`src/rtl/multi_cycle_control_unit.sv`:
```
// Multi-cycle RISC-V control FSM (IF/ID/EX/MEM/WB/HALT) driving datapath strobes,
// with free-running cycle and retired-instruction performance counters.
module multi_cycle_control_unit #(
    parameter int CNT_W = 32
) (
    input  logic             clk,
    input  logic             reset,
    input  logic [6:0]       opcode,
    input  logic             mem_ready,
    input  logic             alu_bcond,
    input  logic             halt_req,
    output logic [2:0]       state,
    output logic             mem_read,
    output logic             mem_write,
    output logic             i_or_d,
    output logic             ir_write,
    output logic             reg_write,
    output logic             mem_to_reg,
    output logic             pc_to_reg,
    output logic             alu_src_a,
    output logic [1:0]       alu_src_b,
    output logic [1:0]       alu_op,
    output logic             pc_write,
    output logic [1:0]       pc_source,
    output logic             is_halted,
    output logic             illegal_inst,
    output logic [CNT_W-1:0] cycle_count,
    output logic [CNT_W-1:0] retired_count
);

    typedef enum logic [2:0] {
        ST_IF   = 3'd0,
        ST_ID   = 3'd1,
        ST_EX   = 3'd2,
        ST_MEM  = 3'd3,
        ST_WB   = 3'd4,
        ST_HALT = 3'd5
    } state_e;

    localparam logic [6:0] OP_JAL       = 7'b1101111;
    localparam logic [6:0] OP_JALR      = 7'b1100111;
    localparam logic [6:0] OP_BRANCH    = 7'b1100011;
    localparam logic [6:0] OP_LOAD      = 7'b0000011;
    localparam logic [6:0] OP_STORE     = 7'b0100011;
    localparam logic [6:0] OP_ARITH_IMM = 7'b0010011;
    localparam logic [6:0] OP_ARITH     = 7'b0110011;
    localparam logic [6:0] OP_ECALL     = 7'b1110011;

    localparam logic [1:0] SRC_B_RS2  = 2'b00;
    localparam logic [1:0] SRC_B_IMM  = 2'b01;
    localparam logic [1:0] ALU_ADD    = 2'b00;
    localparam logic [1:0] ALU_BRANCH = 2'b01;
    localparam logic [1:0] ALU_FUNCT  = 2'b10;
    localparam logic [1:0] PC_PLUS4   = 2'b00;
    localparam logic [1:0] PC_BRANCH  = 2'b01;
    localparam logic [1:0] PC_JUMP    = 2'b10;

    localparam logic [CNT_W-1:0] CNT_ONE = {{(CNT_W-1){1'b0}}, 1'b1};

    state_e           state_q;
    state_e           state_d;
    logic [CNT_W-1:0] cycle_count_q;
    logic [CNT_W-1:0] cycle_count_d;
    logic [CNT_W-1:0] retired_count_q;
    logic [CNT_W-1:0] retired_count_d;
    logic             halt_entry_s;

    // Next-state and control-strobe decode; everything defaults to inactive
    always_comb begin
        state_d      = state_q;
        mem_read     = 1'b0;
        mem_write    = 1'b0;
        i_or_d       = 1'b0;
        ir_write     = 1'b0;
        reg_write    = 1'b0;
        mem_to_reg   = 1'b0;
        pc_to_reg    = 1'b0;
        alu_src_a    = 1'b0;
        alu_src_b    = SRC_B_RS2;
        alu_op       = ALU_ADD;
        pc_write     = 1'b0;
        pc_source    = PC_PLUS4;
        is_halted    = 1'b0;
        illegal_inst = 1'b0;
        halt_entry_s = 1'b0;
        case (state_q)
            ST_IF: begin
                mem_read = 1'b1;
                if (mem_ready) begin
                    ir_write = 1'b1;
                    state_d  = ST_ID;
                end else begin
                    state_d  = ST_IF;
                end
            end
            ST_ID: begin
                state_d = ST_EX;
            end
            ST_EX: begin
                case (opcode)
                    OP_ARITH: begin
                        alu_op  = ALU_FUNCT;
                        state_d = ST_WB;
                    end
                    OP_ARITH_IMM: begin
                        alu_src_b = SRC_B_IMM;
                        alu_op    = ALU_FUNCT;
                        state_d   = ST_WB;
                    end
                    OP_LOAD, OP_STORE: begin
                        alu_src_b = SRC_B_IMM;
                        state_d   = ST_MEM;
                    end
                    OP_BRANCH: begin
                        alu_op    = ALU_BRANCH;
                        pc_write  = 1'b1;
                        pc_source = alu_bcond ? PC_BRANCH : PC_PLUS4;
                        state_d   = ST_IF;
                    end
                    OP_JAL: begin
                        alu_src_a = 1'b1;
                        alu_src_b = SRC_B_IMM;
                        state_d   = ST_WB;
                    end
                    OP_JALR: begin
                        alu_src_b = SRC_B_IMM;
                        state_d   = ST_WB;
                    end
                    OP_ECALL: begin
                        if (halt_req) begin
                            halt_entry_s = 1'b1;
                            state_d      = ST_HALT;
                        end else begin
                            pc_write = 1'b1;
                            state_d  = ST_IF;
                        end
                    end
                    default: begin
                        illegal_inst = 1'b1;
                        pc_write     = 1'b1;
                        state_d      = ST_IF;
                    end
                endcase
            end
            ST_MEM: begin
                i_or_d = 1'b1;
                if (opcode == OP_LOAD) begin
                    mem_read = 1'b1;
                    state_d  = mem_ready ? ST_WB : ST_MEM;
                end else if (opcode == OP_STORE) begin
                    mem_write = 1'b1;
                    if (mem_ready) begin
                        pc_write = 1'b1;
                        state_d  = ST_IF;
                    end else begin
                        state_d  = ST_MEM;
                    end
                end else begin
                    // Opcode changed under us: drop the access and refetch
                    i_or_d  = 1'b0;
                    state_d = ST_IF;
                end
            end
            ST_WB: begin
                reg_write = 1'b1;
                pc_write  = 1'b1;
                state_d   = ST_IF;
                if (opcode == OP_LOAD) begin
                    mem_to_reg = 1'b1;
                end else if ((opcode == OP_JAL) || (opcode == OP_JALR)) begin
                    pc_to_reg = 1'b1;
                    pc_source = PC_JUMP;
                end else begin
                    pc_source = PC_PLUS4;
                end
            end
            ST_HALT: begin
                is_halted = 1'b1;
                state_d   = ST_HALT;
            end
            default: begin
                state_d = ST_IF;
            end
        endcase
    end

    // Performance counter next values: instructions retire on their PC update or on halting
    always_comb begin
        cycle_count_d   = cycle_count_q;
        retired_count_d = retired_count_q;
        if (state_q != ST_HALT) begin
            cycle_count_d = cycle_count_q + CNT_ONE;
        end else begin
            cycle_count_d = cycle_count_q;
        end
        if (pc_write || halt_entry_s) begin
            retired_count_d = retired_count_q + CNT_ONE;
        end else begin
            retired_count_d = retired_count_q;
        end
    end

    // State and counter registers
    always_ff @(posedge clk or negedge reset) begin
        if (!reset) begin
            state_q         <= ST_IF;
            cycle_count_q   <= {CNT_W{1'b0}};
            retired_count_q <= {CNT_W{1'b0}};
        end else begin
            state_q         <= state_d;
            cycle_count_q   <= cycle_count_d;
            retired_count_q <= retired_count_d;
        end
    end

    assign state         = state_q;
    assign cycle_count   = cycle_count_q;
    assign retired_count = retired_count_q;

endmodule

```
`config.mk`:
```
export PLATFORM = sky130hd
export DESIGN_NAME = multi_cycle_control_unit
export DESIGN_NICKNAME = d
export VERILOG_FILES = /design/src/rtl/multi_cycle_control_unit.sv
export SDC_FILE = /design/constraint.sdc
export NUM_CORES = 1
export LEC_CHECK = 0
export CAP_MARGIN = 20
export CORE_UTILIZATION = 44
export CTS_CLUSTER_SIZE = 30
export DETAILED_ROUTE_END_ITERATION = 6
export GPL_TIMING_DRIVEN = 0
export PLACE_DENSITY_LB_ADDON = 0.25
export SYNTH_ARGS = -nofsm -noshare
export SYNTH_HDL_FRONTEND = slang
export SYNTH_SLANG_ARGS = --single-unit
```
`constraint.sdc`:
```
create_clock -name clk -period 2.5 [get_ports clk]
set_input_delay 0.5 -clock clk [delete_from_list [all_inputs] [get_ports clk]]
set_output_delay 0.5 -clock clk [all_outputs]
set_load 0.1 [all_outputs]
```
==> results of run 1 <==
cell families (layout without fill, tap and decap cells):
group / after synthesis / in the layout / share of synthesized area (%)
flops: 67 / 67 / 48.2
fa+ha+maj: 2 / 2 / 0.720
buf+inv: 28 / 145 / 3.53
mux: 2 / 2 / 0.648
xor+xnor: 62 / 62 / 15.6
other cells: 1 / 1 / 0.108
compound gates: 39 / 39 / 7.41
simple gates: 149 / 149 / 23.7
per-stage QoR:
stage	util [%]	instances	setup TNS [ns]
2_1_floorplan	-	350	-1.94
3_3_place_gp	60.6	545	-115.57
3_5_place_dp	60.6	546	-25.04
4_1_cts	65.5	570	-0.226
5_1_grt	66.0	569	-0.109
6_report	66.0	569	-0.0445
per-layer routing:
| layer | up-vias | global-route usage, % |
|---|---|---|
| met5 | - | 0 |
| met4 | 0 | 7.54 |
| met3 | 11 | 4.55 |
| met2 | 102 | 33.3 |
| met1 | 1505 | 28.6 |
| li1 | 1475 | - |
sequential cells by signal, indices dropped and copies added (netlist names):
signal and flops:
retired_count 32, state 3, cycle_count 32
Yosys cell counts (all sizes together):
library cell	instances
inv	9
o22ai	1
xor2	36
nor2b	2
or4	2
o2111ai	1
and3	7
nor2	26
nand3	24
nand4b	2
a31oi	26
conb	1
nor3	4
buf	6
mux2	2
and4	6
nor4	5
or2b	1
nand2	26
o22a	1
nand4bb	1
nand4	25
a211oi	1
dfrtp	67
nand2b	3
xnor2	26
nor3b	1
clkbuf	13
a21oi	4
nand3b	3
ha	2
a311oi	5
and2	10
or3	1
power breakdown:
group          internal, mW  switching (mW)  total [mW]
logic                 0.736            2.04        2.78
registers              1.28           0.227        1.50
clock network         0.723           0.425        1.15
final cells by class:
class	count	area, sq um	share of cell area, %
multi-input combinational	255	1830	36.0
sequential	67	1700	33.6
timing repair buffer	103	1030	20.2
clock buffer	11	151	2.98
tap	102	128	2.52
clock inverter	5	108	2.12
buffer	17	96.3	1.90
inverter	9	33.8	0.666
timing repair:
action,CTS,global route
endpoints found under the setup margin,27,17
pin swaps,4,2
setup buffers,8,1
resized for setup,103,26
placed cells by master (no fill, tap or decap), drive strengths merged, types with 2 or more instances in the layout:
cell type,n
nor2,26
nand2,26
and4,6
nand4,25
dfrtp,67
inv,10
nor4,5
xor2,36
nand3b,3
clkbuf,25
dlymetal6s2s,4
nor3,4
ha,2
mux2,2
bufinv,3
buf,28
a311oi,5
nand3,24
a21oi,4
or4,2
clkdlybuf4s50,66
a31oi,26
xnor2,26
nor2b,2
nand4b,2
nand2b,3
and3,7
dlygate4sd2,6
and2,10
worst reg2reg max path: cells and delay by family, from the launching register on:
family	cells	cell delay, ns
buffers and inverters	3	0.54
XOR/XNOR	1	0.17
AND/OR/NAND/NOR	3	0.81
AO/OA/AOI/OAI	1	0.24
flip-flops	1	0.49
path summary, 6_finish.rpt:
check	startpoint	endpoint	cells after the start
hold reg to reg	cycle_count[31]	cycle_count[31]	1
setup reg to reg	state[2]	retired_count[19]	8
hold / removal	reset	cycle_count[29]	1
setup / recovery	state[2]	pc_write	7
max in group asynchronous	reset	state[2]	1
min in group clk	cycle_count[31]	cycle_count[31]	1
==> results.yml, run 1 <==
clocking:
  cts_root_buf: "clkbuf_8"
  htree_levels: 3
  cts_tree: "done"
  numCtsBuffers: 9
  clkTransAtPathRegs_ns: 0.07
  cts_hold_buf: 0
  numClockSinks: 67
  cts_buffer_depth: 2
  clk_latency_ns: 0.35
sta:
  post-route-period-util_pct: 102
  layout_min_cycle_time_ns: 2.54
  holdWs_ns: 0.273
  fmax_mhz: 393
  worst_pin_slew_ns: 1.01
  relSlewSlack_pct: 32.7
  rsz0062_at_grt: "yes"
  hold_viol: 0
  slew_violations: 0
  fin_skew_ns: 0.0176
  setup_viol: 1
  finalWorstSetupSlack_ns: -0.0445
power_and_ir_drop:
  ir_drop_mv: 1.09
  power_density_nw_per_um2: 1070
  leakage_nw: 2.00
  finalPower_mw: 5.43
cells_and_area:
  nFillCells: 641
  drive_gt1_share_pct: 19.7
  synthToLayoutAreaGrowth_pct: 45.9
  n_antenna_cell: 0
  nets: 476
  final_area_sq_um: 5070
setup_path:
  path_cells: "buf_6 -> or2b_1 -> nor2_2 -> a31oi_4 -> buf_4 -> nand2_8 -> buf_12"
  required_ns: 2.00
  cpPeakStageDelay_ns: 0.49
  setup.worst_path.class: "flip-flop to primary output"
  r2r_slack_ns: 0.18
  cp-end-kind: "primary output"
  crit_path_start_kind: "flip-flop"
  arrival_ns: 2.04
  crit_slowest_cell: "dfrtp_4"
  timing.critical_path.buf_inv: 3
  path_max_fanout: 10
  cp_top_family: "buffers and inverters"
synth:
  synth-seq-cells: 67
  syn_area_per_cell_sq_um: 9.93
  synthCells: 350
  yosysUniqueCellTypes: 42
  syn_area_sq_um: 3480
  synth-seq-area-share_pct: 48.2
  yosys.area.top_type_share_pct: 48.2
  syn_nets: 364
  yosysTopAreaCell: "dfrtp_1"
  synth_warnings: 0
  ys_top_cells_by_area: "dfrtp_1 48%, xor2_1 9.1%, xnor2_1 6.5%"
die:
  start_util_pct: 45.2
  rows: 32
  die_w_microns: 90.9
  io_pins: 96
  die-area_sq_um: 8260
  die_y_microns: 90.9
  core_area_sq_um: 7690
hold_path:
  hp-class: "input port to asynchronous set/reset pin"
place:
  pre_cts_ws_ns: -1.61
  place_congestion: 0.836
  hpwlAfterDp_microns: 5800
  place_area_sq_um: 4660
  portBuffers: 93
run_status:
  status: "finished with violations"
  violations: "setup timing"
global_route:
  grt_pass1_vias: 2981
  grt.total_usage_pct: 21.1
  grt_pass1_wl_microns: 14000
  grt_max_degree: 68
  overflow: 0
  antenna_found_initial: 0
drt:
  wl_microns: 8440
  drt_iter0_markers: 116
  drtPass1Iterations: 6
  vias_per_cell: 5.44
  drc: 0
  top_layer_used: "met4"
  wl_met1_microns: 3860
  wl_met3_microns: 520
  wl_met2_microns: 3940
  drtAntennaViolNets: 0
  dr_total_vias: 3093
  wire_per_inst_microns: 14.8
job:
  cap_violations: 0
Power figures use the tool's default switching activity.
==> run 2: changes to the inputs <==
--- a/config.mk
+++ b/config.mk
@@ -5,7 +5,6 @@
 export SDC_FILE = /design/constraint.sdc
 export NUM_CORES = 1
 export LEC_CHECK = 0
-export CAP_MARGIN = 20
 export CORE_UTILIZATION = 44
 export CTS_CLUSTER_SIZE = 30
 export DETAILED_ROUTE_END_ITERATION = 6
==> run 2 against run 1 <==
  * The run still ends with setup timing left
  * Cell count is the same
  * Combinational power is essentially flat
  * Worst hold slack lost 0.021 ns
  * Core utilization shrank 0.36 points
  * Register-to-register slack lost 0.04 ns
  * Power shrank 2.3%
  * Non-clock buffer count is the same
  * Sequential share of layout area grew 0.18 points
  * Design area shrank 0.54%
  * Setup slack gained 0.0099 ns
  * Die area is the same
  * Critical endpoint unchanged
  * Largest cell class unchanged
  * Largest power group unchanged
==> results.yml, run 2 (synthesis results as in run 1) <==
run_status:
  violations: "setup timing"
  status: "finished with violations"
sta:
  post-route-period-util_pct: 101
  relSlewSlack_pct: 33.1
  fmax_mhz: 395
  hold_viol: 0
  worst_pin_slew_ns: 1.00
  finalWorstSetupSlack_ns: -0.0346
  slew_violations: 0
  setup_viol: 1
  layout_min_cycle_time_ns: 2.53
  fin_skew_ns: 0.00927
  rsz0062_at_grt: "yes"
cells_and_area:
  synthToLayoutAreaGrowth_pct: 45.1
  final_core_util_pct: 65.6
  nets: 476
  seqCellArea_sq_um: 1700
  n_antenna_cell: 0
  final_cell_mix: "60 x clkdlybuf4s50_1, 52 x dfrtp_1, 36 x xor2_1"
  multiInputGateArea_sq_um: 1810
  drive_gt1_share_pct: 19.7
  nFillCells: 647
  final_common_cell: "clkdlybuf4s50_1"
clocking:
  numClockSinks: 67
  cts_buffer_depth: 2
  htree_levels: 3
  cts_root_buf: "clkbuf_8"
  numCtsBuffers: 9
  cts_hold_buf: 0
  cts_tree: "done"
  clk_latency_ns: 0.35
  clkTransAtPathRegs_ns: 0.08
setup_path:
  rr_startpoint: "state[2]"
  regToRegEndpoint: "cycle_count[29]"
  arrival_ns: 2.03
  r2r_slack_ns: 0.14
  setup.worst_path.class: "flip-flop to primary output"
  r2r_cells: 7
  path_max_fanout: 7
  cp-end-kind: "primary output"
  required_ns: 2.00
  crit_path_start_kind: "flip-flop"
global_route:
  overflow: 0
  grt.total_usage_pct: 21.5
  grt_max_degree: 68
  antenna_found_initial: 0
  grt_pass1_vias: 2969
  grt_pass1_wl_microns: 14100
power_and_ir_drop:
  power_density_nw_per_um2: 1050
  ir_drop_mv: 1.11
  finalPower_mw: 5.31
  leakage_nw: 2.01
die:
  die_w_microns: 90.9
  rows: 32
  core_area_sq_um: 7690
  io_pins: 96
  die-area_sq_um: 8260
  start_util_pct: 45.2
  die_y_microns: 90.9
drt:
  vias_per_cell: 5.40
  drtPass1Iterations: 6
  wire_per_inst_microns: 14.9
  wl_microns: 8500
  drc: 0
  dr_total_vias: 3070
  drt_iter0_markers: 120
  drtAntennaViolNets: 0
hold_path:
  hp-class: "input port to asynchronous set/reset pin"
place:
  hpwlAfterDp_microns: 5800
  place_congestion: 0.836
  portBuffers: 93
job:
  cap_violations: 0
[run 2: layout make-up]
cell class	instances	share of cell area [%]
Clock inverter	5	1.66
Inverter	9	0.669
Buffer	17	1.98
Clock buffer	11	3.00
Multi-Input combinational cell	255	36.0
Timing Repair Buffer	103	20.5
Sequential cell	67	33.7
Tap cell	102	2.53
[run 2: layer usage]
| metal | vias up | part of all wire, % | GRT usage [%] |
|---|---|---|---|
| li1 | 1472 | - | - |
| met1 | 1474 | 46 | 29.0 |
| met2 | 110 | 46 | 32.8 |
| met3 | 14 | 6.1 | 4.97 |
| met4 | 0 | 2.0 | 9.66 |
| met5 | - | 0 | 0 |
[run 2: critical path, stage by stage (launching register included)]
cell and delay [ns]:
dfrtp_4 0.48, buf_6 0.14, nor2b_4 0.13, nand2b_4 0.07
or4_4 0.61, nand2_8 0.09, buf_12 0.17
[run 2: how the worst max path moves through the flow]
| stage | cells after the start | slack (ns) | start | end |
|---|---|---|---|---|
| 2_1_floorplan | 4 | -0.54 | opcode[3] | alu_src_b[0] |
| 3_3_place_gp | 1 | -1.76 | reset | state[0] |
| 3_5_place_dp | 8 | -1.61 | opcode[2] | pc_write |
| 4_1_cts | 8 | -0.24 | state[2] | pc_write |
| 5_1_grt | 7 | -0.1 | opcode[2] | pc_write |
| 6_report | 6 | -0.03 | state[2] | pc_write |
[run 2: timing repair]
action / in CTS / in global routing
setup endpoints to repair: 34 / 22
pin swaps: 4 / 4
gates resized for setup: 106 / 32
cloned: 0 / 0
buffers inserted: 7 / 3
[run 2: power breakdown]
group          switching [mW]  internal [mW]
Combinational            2.04          0.720
Sequential              0.228           1.28
Clock                   0.427          0.619
Total                    2.69           2.62
[run 2: through the flow]
step | instances | setup WS, ns | hold slack, ns | setup TNS [ns] | area, sq um
6_report | 569 | -0.0346 | 0.253 | -0.0346 | 5050
5_1_grt | 569 | -0.0985 | 0.327 | -0.166 | 5050
4_1_cts | 568 | -0.237 | 0.284 | -0.237 | 5000
3_3_place_gp | 545 | -1.76 | 0.459 | -115.57 | 4660
2_1_floorplan | 350 | -0.537 | 0.204 | -1.94 | 3600
3_5_place_dp | 545 | -1.61 | 0.461 | -25.52 | 4660
